File: config.mk
export PLATFORM = sky130hd
export DESIGN_NAME = synarray_access_sequencer
export DESIGN_NICKNAME = d
export VERILOG_FILES = /design/src/rtl/synarray_access_sequencer.sv
export SDC_FILE = /design/constraint.sdc
export NUM_CORES = 1
export LEC_CHECK = 0
export CORE_ASPECT_RATIO = 1.75
export CORE_MARGIN = 1
export CORE_UTILIZATION = 42
export DETAILED_ROUTE_END_ITERATION = 10
export PLACE_DENSITY = 0.78
export SYNTH_ARGS = -nofsm -noshare
export SYNTH_HDL_FRONTEND = slang
export SYNTH_SLANG_ARGS = --single-unit
File: constraint.sdc
create_clock -name i_clk -period 1.9 [get_ports i_clk]
set_input_delay 0.57 -clock i_clk [delete_from_list [all_inputs] [get_ports i_clk]]
set_output_delay 0.57 -clock i_clk [all_outputs]
set_load 0.01 [all_outputs]
File: src/rtl/synarray_access_sequencer.sv
// synarray_access_sequencer: sweeps one pre-neuron row of the weight/gradient SRAMs per accepted event.
//   i_clk, i_rst (async, active-high)
//   i_req_valid / o_req_ready / i_req_pre_addr / i_req_train : event request handshake
//   o_ctrl_synarray_cs/we, o_ctrl_grad_array_cs/we, o_ctrl_synarray_addr : SRAM port controls
//   o_ctrl_post_neuron_address : first post neuron of the word being accessed
//   o_rdata_valid / o_rdata_post_addr : read-only sweep data tag, one cycle behind the read
//   o_busy, o_done (end-of-sweep pulse), o_err (out-of-range request pulse)
module synarray_access_sequencer #(
    parameter int INPUT_NEURON         = 784,
    parameter int OUTPUT_NEURON        = 256,
    parameter int POST_NEUR_PARALLEL   = 4,
    parameter int WORD_CNT_WIDTH       = 6,
    parameter int PRE_NEUR_ADDR_WIDTH  = 10,
    parameter int POST_NEUR_ADDR_WIDTH = 10,
    parameter int SYN_ARRAY_ADDR_WIDTH = 16
) (
    input  logic                            i_clk,
    input  logic                            i_rst,
    input  logic                            i_req_valid,
    output logic                            o_req_ready,
    input  logic [PRE_NEUR_ADDR_WIDTH-1:0]  i_req_pre_addr,
    input  logic                            i_req_train,
    output logic                            o_ctrl_synarray_cs,
    output logic                            o_ctrl_synarray_we,
    output logic [SYN_ARRAY_ADDR_WIDTH-1:0] o_ctrl_synarray_addr,
    output logic                            o_ctrl_grad_array_cs,
    output logic                            o_ctrl_grad_array_we,
    output logic [POST_NEUR_ADDR_WIDTH-1:0] o_ctrl_post_neuron_address,
    output logic                            o_rdata_valid,
    output logic [POST_NEUR_ADDR_WIDTH-1:0] o_rdata_post_addr,
    output logic                            o_busy,
    output logic                            o_done,
    output logic                            o_err
);
    localparam int WORDS = OUTPUT_NEURON / POST_NEUR_PARALLEL;
    localparam logic [WORD_CNT_WIDTH-1:0] LAST_W = WORD_CNT_WIDTH'(WORDS - 1);
    typedef enum logic [1:0] {IDLE, RD, WR, FIN} state_t;
    state_t                          r_state;
    logic [PRE_NEUR_ADDR_WIDTH-1:0]  r_pre;
    logic                            r_train;
    logic [WORD_CNT_WIDTH-1:0]       r_w;
    logic                            w_last;
    logic                            w_bad;
    logic                            w_rd_ro;
    logic [WORD_CNT_WIDTH-1:0]       w_w_next;
    logic [SYN_ARRAY_ADDR_WIDTH-1:0] w_addr_next;
    logic [POST_NEUR_ADDR_WIDTH-1:0] w_post_next;
    assign w_last      = r_w == LAST_W;
    // Saturate so the counter can never wrap back into the row it just swept.
    assign w_w_next    = w_last ? r_w : r_w + 1'b1;
    assign w_addr_next = SYN_ARRAY_ADDR_WIDTH'({r_pre, w_w_next});
    assign w_post_next = POST_NEUR_ADDR_WIDTH'(32'(w_w_next) * POST_NEUR_PARALLEL);
    assign w_bad       = 32'(i_req_pre_addr) >= INPUT_NEURON;
    assign w_rd_ro     = r_state == RD && !r_train;
    assign o_req_ready = r_state == IDLE;
    assign o_busy      = r_state != IDLE;
    always_ff @(posedge i_clk or posedge i_rst) begin
        if (i_rst) begin
            r_state                    <= IDLE;
            r_pre                      <= '0;
            r_train                    <= 1'b0;
            r_w                        <= '0;
            o_ctrl_synarray_cs         <= 1'b0;
            o_ctrl_synarray_we         <= 1'b0;
            o_ctrl_synarray_addr       <= '0;
            o_ctrl_grad_array_cs       <= 1'b0;
            o_ctrl_grad_array_we       <= 1'b0;
            o_ctrl_post_neuron_address <= '0;
            o_rdata_valid              <= 1'b0;
            o_rdata_post_addr          <= '0;
            o_done                     <= 1'b0;
            o_err                      <= 1'b0;
        end else begin
            o_done            <= 1'b0;
            o_err             <= 1'b0;
            // Read data returns one cycle after the read, so the tag trails by one.
            o_rdata_valid     <= w_rd_ro;
            o_rdata_post_addr <= w_rd_ro ? o_ctrl_post_neuron_address : '0;
            case (r_state)
                IDLE: if (i_req_valid) begin
                    if (w_bad) begin
                        o_err <= 1'b1;
                    end else begin
                        r_state                    <= RD;
                        r_pre                      <= i_req_pre_addr;
                        r_train                    <= i_req_train;
                        r_w                        <= '0;
                        o_ctrl_synarray_cs         <= 1'b1;
                        o_ctrl_synarray_we         <= 1'b0;
                        o_ctrl_grad_array_cs       <= i_req_train;
                        o_ctrl_grad_array_we       <= 1'b0;
                        o_ctrl_synarray_addr       <= SYN_ARRAY_ADDR_WIDTH'({i_req_pre_addr, {WORD_CNT_WIDTH{1'b0}}});
                        o_ctrl_post_neuron_address <= '0;
                    end
                end
                RD: begin
                    if (r_train) begin
                        r_state              <= WR;
                        o_ctrl_synarray_we   <= 1'b1;
                        o_ctrl_grad_array_we <= 1'b1;
                    end else if (w_last) begin
                        r_state              <= FIN;
                        o_ctrl_synarray_cs   <= 1'b0;
                        o_ctrl_grad_array_cs <= 1'b0;
                        o_done               <= 1'b1;
                    end else begin
                        r_w                        <= w_w_next;
                        o_ctrl_synarray_addr       <= w_addr_next;
                        o_ctrl_post_neuron_address <= w_post_next;
                    end
                end
                WR: begin
                    o_ctrl_synarray_we   <= 1'b0;
                    o_ctrl_grad_array_we <= 1'b0;
                    if (w_last) begin
                        r_state              <= FIN;
                        o_ctrl_synarray_cs   <= 1'b0;
                        o_ctrl_grad_array_cs <= 1'b0;
                        o_done               <= 1'b1;
                    end else begin
                        r_state                    <= RD;
                        r_w                        <= w_w_next;
                        o_ctrl_synarray_addr       <= w_addr_next;
                        o_ctrl_post_neuron_address <= w_post_next;
                    end
                end
                default: r_state <= IDLE;
            endcase
        end
    end
endmodule

==> results of run 1 <==
==> state kept, by name (all words and copies together) (netlist names) <==
register / flops
r_train: 1
o_rdata_valid: 1
o_err: 1
o_done: 1
r_pre: 10
o_ctrl_grad_array_cs: 1
r_state: 2
o_ctrl_grad_array_we: 1
o_rdata_post_addr: 6
o_ctrl_synarray_cs: 1
o_ctrl_synarray_addr: 16
==> metal layers <==
layer,track usage,wire length (microns),vias to the layer above
met5,0,0,-
met4,0.06838,62,0
met3,0.04531,208,7
met2,0.3313,2380,72
met1,0.2004,1657,779
li1,-,-,746
==> synth_stat cells (all sizes together) <==
library cell and n:
o21ai 4, nand3 3, o2bb2ai 1, a31oi 16
ha 6, or4 1, o211ai 1, dfrtp 41
nor2 5, a31o 1, and3 3, clkbuf 6
o211a 1, inv 8, and4 1, and2 9
a221oi 1, a211o 1, a32o 2, nor2b 1
nor3 3, a32oi 1, buf 20, mux2i 10
a21oi 16, mux2 12, nand2 4, conb 1
a22o 2
==> power by group <==
part           switching (mW)  internal (mW)
registers               0.206           1.21
logic                    1.18           1.31
clock network           0.312          0.335
==> final timing paths <==
check,start,cells past startpoint,endpoint,slack [ns]
max,i_req_pre_addr[5],6,o_ctrl_grad_array_cs$_DFFE_PP0P_,0.02
min,i_req_pre_addr[5],2,r_pre[5]$_DFFE_PP0P_,0.50
max reg2reg,o_ctrl_synarray_addr[0]$_DFFE_PP0P_,5,r_state[0]$_DFFE_PP0P_,0.11
min reg2reg,r_pre[7]$_DFFE_PP0P_,1,r_pre[7]$_DFFE_PP0P_,0.51
max in group asynchronous,i_rst,3,o_ctrl_synarray_addr[5]$_DFFE_PP0P_,1.07
min in group asynchronous,i_rst,3,o_ctrl_synarray_addr[1]$_DFFE_PP0P_,0.61
==> what timing repair did <==
action,in CTS,in global routing
hold endpoints to repair,0,0
pin swaps,3,3
endpoints found under the setup margin,42,16
resized for setup,25,10
gates cloned,2,0
buffers inserted,1,2
==> logic make-up (layout without fill, tap and decap cells) <==
group | after synthesis | after routing
buf+inv | 34 | 91
simple gates | 30 | 30
other cells | 1 | 8
compound gates | 47 | 47
flops | 41 | 41
mux | 22 | 22
fa+ha+maj | 6 | 6
==> cell type report <==
cell class | instances | share of cell area
clock inverter | 1 | 0.003139
sequential | 41 | 0.3691
clock buffer | 7 | 0.03453
tap | 52 | 0.02332
multi-input combinational | 113 | 0.3049
timing repair buffer | 75 | 0.2543
inverter | 8 | 0.01076
==> worst register-to-register path, stage by stage, from the launching register on <==
cell and delay, ns:
dfrtp_1 0.39, ha_1 0.23, and4_1 0.25, a211o_1 0.32, o21ai_0 0.12, mux2_2 0.36
==> results.yml, run 1 <==
outcome:
  status: "completed"
synth:
  synth_xor_area_frac: 0
  synth.mux.area_fraction: 0.1160
  synth.top_cell.area_share: 0.5059
  synthAdderAreaFrac: 0.03701
  postSynthAreaPerCell_sq_um: 11.21
  synth_compound_area_frac: 0.1561
  synthSimpleGateAreaFrac: 0.08143
  yosys-top-cells-area: "dfrtp_1 51%, buf_4 7.0%, mux2_2 6.7%"
  synth_top_family_by_area: "compound AO/OA/AOI/OAI gates"
  ys_ff_latch: 41
  yosys_warnings: 0
  yosysTopAreaCell: "dfrtp_1"
  seq_area_frac_synth: 0.5059
  synth_cell_types: 30
  syn_area_sq_mm: 0.002028
  syn_inst: 181
sta:
  rsz0062_at_grt: "yes"
  clock_skew_ns: 0.006798
  setup_ws_ns: 0.02331
  max_freq_mhz: 532.9
  tns_ns: 0
  min_period_ns: 1.877
  slew_violations: 0
  hold_viol: 0
  hold_ws_ns: 0.5001
  finalSetupViolCount: 0
  period_share: 0.9877
die:
  start_util: 0.4347
  die_x_microns: 54.53
  ios: 59
  fp.dieH_microns: 93.93
  core_area_sq_mm: 0.004666
  rows: 33
  fp.dieArea_sq_mm: 0.005122
cts:
  clock_path_buffers: 2
  cts_tree: "done"
  clock-root-buffer: "clkbuf_8"
  numCtsBuffers: 5
  h-tree-depth: 2
  cts_hold_buf: 0
  clk_latency_ns: 0.30
  path_clk_slew_ns: 0.08
  cts_sinks: 41
layout:
  area_growth_pct: 37.57
  ff_latch_area_sq_mm: 0.001030
  antenna_cells: 0
  layout-drive-gt1-share: 0.2449
  mostFrequentLayoutCells: "38 x clkdlybuf4s50_1, 38 x dfrtp_1, 20 x buf_4"
  multiInputGateArea_sq_um: 850.8
  fin_area_sq_mm: 0.002790
  fin_nets: 264
  post_layout_nonfiller_instances: 297
  fillers: 377
  post-route-util: 0.5980
global_routing:
  grt_pass1_wl_microns: 6906
  antenna_found_initial: 0
  track_usage: 0.1861
  grt_pass1_vias: 1515
  grt_overflow: 0
  grt_start_max_net_pins: 42
routing:
  drc: 0
  vias: 1604
  via_per_inst: 5.401
  ant_nets: 0
  routed_wl_microns: 4308
  drt_pass1_iterations: 4
  drtIter0Drc: 50
  wl_per_cell_microns: 14.51
critical_path:
  cp-end-kind: "register"
  worstPathCellList: "buf_6 > or4_4 > a221oi_4 > buf_6 > o211ai_1 > a32o_1"
  path_class: "input pin to register"
  cp_slowest_cell: "or4_4"
  critPathTopFamily: "compound AO/OA/AOI/OAI gates"
  worst_setup_path_start_kind: "input pin"
  max_stage_delay_ns: 0.55
  cp_max_fo: 5
  path_common_cell: "buf_6"
  cp_num_buf_inv: 2
  critical_path_required_ns: 2.10
  arrival_ns: 2.07
placed_design:
  placed_area_sq_mm: 0.002615
  dp_slack_ns: -0.6133
  hpwl_microns: 2978
  portBuffers: 50
  place.gp.congestion: 0.8254
  dp_cells: 284
min_path:
  hold_class: "input pin to register"
pwr:
  p_leak_nw: 1.348
  p_per_area_mw_per_mm2: 1634
  p_total_mw: 4.560
  vdd_drop_max_mv: 1.084
run:
  drv_cap: 0
Note: power is estimated with default switching activity, not from simulation.
==> run 2: changes to the inputs <==
--- a/config.mk
+++ b/config.mk
@@ -10,6 +10,7 @@
 export CORE_UTILIZATION = 42
 export DETAILED_ROUTE_END_ITERATION = 10
 export PLACE_DENSITY = 0.78
+export SKIP_LAST_GASP = 1
 export SYNTH_ARGS = -nofsm -noshare
 export SYNTH_HDL_FRONTEND = slang
 export SYNTH_SLANG_ARGS = --single-unit
==> run 2 against run 1 <==
Maximum frequency rose by 0.23%. Register-to-register slack barely moved. Cell area did not move. Sequential cell count did not move.
==> results.yml, run 2 (synthesis results as in run 1) <==
outcome:
  status: "completed"
layout:
  post-route-util: 0.5980
  fin_nets: 264
  mostFrequentLayoutCells: "38 x clkdlybuf4s50_1, 38 x dfrtp_1, 20 x buf_4"
  largest_reg_flops: 16
  reg_top3: "o_ctrl_synarray_addr (16), r_pre (10), o_rdata_post_addr (6)"
  fillers: 377
  top_register: "o_ctrl_synarray_addr"
  antenna_cells: 0
  layout-drive-gt1-share: 0.2408
  area_growth_pct: 37.57
cts:
  clock-root-buffer: "clkbuf_8"
  h-tree-depth: 2
  numCtsBuffers: 5
  clock_path_buffers: 2
  clk_latency_ns: 0.30
  cts_hold_buf: 0
  cts_sinks: 41
  cts_tree: "done"
  path_clk_slew_ns: 0.08
global_routing:
  grt_pass1_vias: 1515
  grt_start_max_net_pins: 42
  grt-busiest-layer: "met2"
  grt_overflow: 0
  antenna_found_initial: 0
  use_met1: 0.2004
  grt_util_met2: 0.3313
  grt_pass1_wl_microns: 6906
  track_usage: 0.1861
  grt_util_met3: 0.04531
critical_path:
  worst_setup_path_start_kind: "input pin"
  critical_path_required_ns: 2.09
  path_class: "input pin to register"
  cp_max_fo: 5
  setup.worst_path.start: "i_req_pre_addr[5]"
  arrival_ns: 2.07
  cp-end-kind: "register"
  r2r_cells: 5
  reg2reg_from: "o_ctrl_synarray_addr[0]$_DFFE_PP0P_"
sta:
  hold_viol: 0
  finalSetupViolCount: 0
  rsz0062_at_grt: "yes"
  period_share: 0.9854
  clock_skew_ns: 0.007413
  setup_ws_ns: 0.02765
  max_freq_mhz: 534.1
  slew_violations: 0
  tns_ns: 0
  min_period_ns: 1.872
placed_design:
  hpwl_microns: 2978
  place.gp.congestion: 0.8254
  dp_slack_ns: -0.6133
  portBuffers: 50
die:
  fp.dieArea_sq_mm: 0.005122
  die_x_microns: 54.53
  start_util: 0.4347
  rows: 33
  core_area_sq_mm: 0.004666
  fp.dieH_microns: 93.93
  ios: 59
pwr:
  p_per_area_mw_per_mm2: 1630
  p_leak_nw: 1.349
  vdd_drop_max_mv: 1.082
  p_total_mw: 4.549
routing:
  drtIter0Drc: 50
  routed_wl_microns: 4293
  ant_nets: 0
  via_per_inst: 5.347
  drt_pass1_iterations: 4
  vias: 1588
  wl_per_cell_microns: 14.45
  drc: 0
min_path:
  holdPathStages: 2
  hold_class: "input pin to register"
  hp-start: "i_req_pre_addr[5]"
run:
  drv_cap: 0
-- run 2: cell counts in the layout (fill, tap and decap cells not counted) --
No cell type changed its count.
-- run 2: final timing paths --
kind | end | slack, ns
setup / recovery | o_ctrl_grad_array_cs$_DFFE_PP0P_ | 0.03
hold / removal | r_pre[5]$_DFFE_PP0P_ | 0.51
setup reg to reg | r_state[0]$_DFFE_PP0P_ | 0.11
hold reg to reg | r_pre[7]$_DFFE_PP0P_ | 0.51
max in group asynchronous | o_ctrl_synarray_addr[5]$_DFFE_PP0P_ | 1.07
min in group asynchronous | o_ctrl_synarray_addr[1]$_DFFE_PP0P_ | 0.62
-- run 2: per-stage QoR --
stage,std cells,hold slack [ns],area (sq um)
2_1_floorplan,188,0.4791,2061
3_3_place_gp,284,0.4876,2615
3_5_place_dp,284,0.4943,2615
4_1_cts,295,0.5137,2735
5_1_grt,297,0.5066,2790
6_report,297,0.5055,2790
-- run 2: layout make-up --
cell class,instances,area (sq um),share of cell area
Tap cell,52,65.06,0.02332
Timing Repair Buffer,75,709.4,0.2543
Inverter,8,30.03,0.01076
Multi-Input combinational cell,113,850.8,0.3049
Sequential cell,41,1030,0.3691
Clock buffer,7,96.34,0.03453
Clock inverter,1,8.758,0.003139
-- run 2: report_power, final --
| part | total (mW) | leakage [nW] | switching, mW | internal [mW] |
|---|---|---|---|---|
| clock network | 0.643 | 0.0549 | 0.308 | 0.335 |
| registers | 1.41 | 0.503 | 0.203 | 1.21 |
| logic | 2.49 | 0.791 | 1.18 | 1.31 |
| total | 4.55 | 1.35 | 1.69 | 2.86 |
-- run 2: layer usage --
layer	share of wire	vias to the layer above
li1	-	744
met1	0.40	783
met2	0.55	57
met3	0.039	4
met4	0.0096	0
met5	0	-
-- run 2: critical path, stage by stage --
cell,delay (ns)
buf_6,0.09
or4_4,0.55
a221oi_4,0.37
buf_6,0.17
o211ai_1,0.08
a32o_1,0.22
-- run 2: repair_timing --
item / 4_1_cts / 5_1_grt
resized for setup: 25 / 9
buffers inserted: 1 / 2
gates cloned: 2 / 0
pin swaps: 3 / 3
endpoints found under the setup margin: 42 / 16
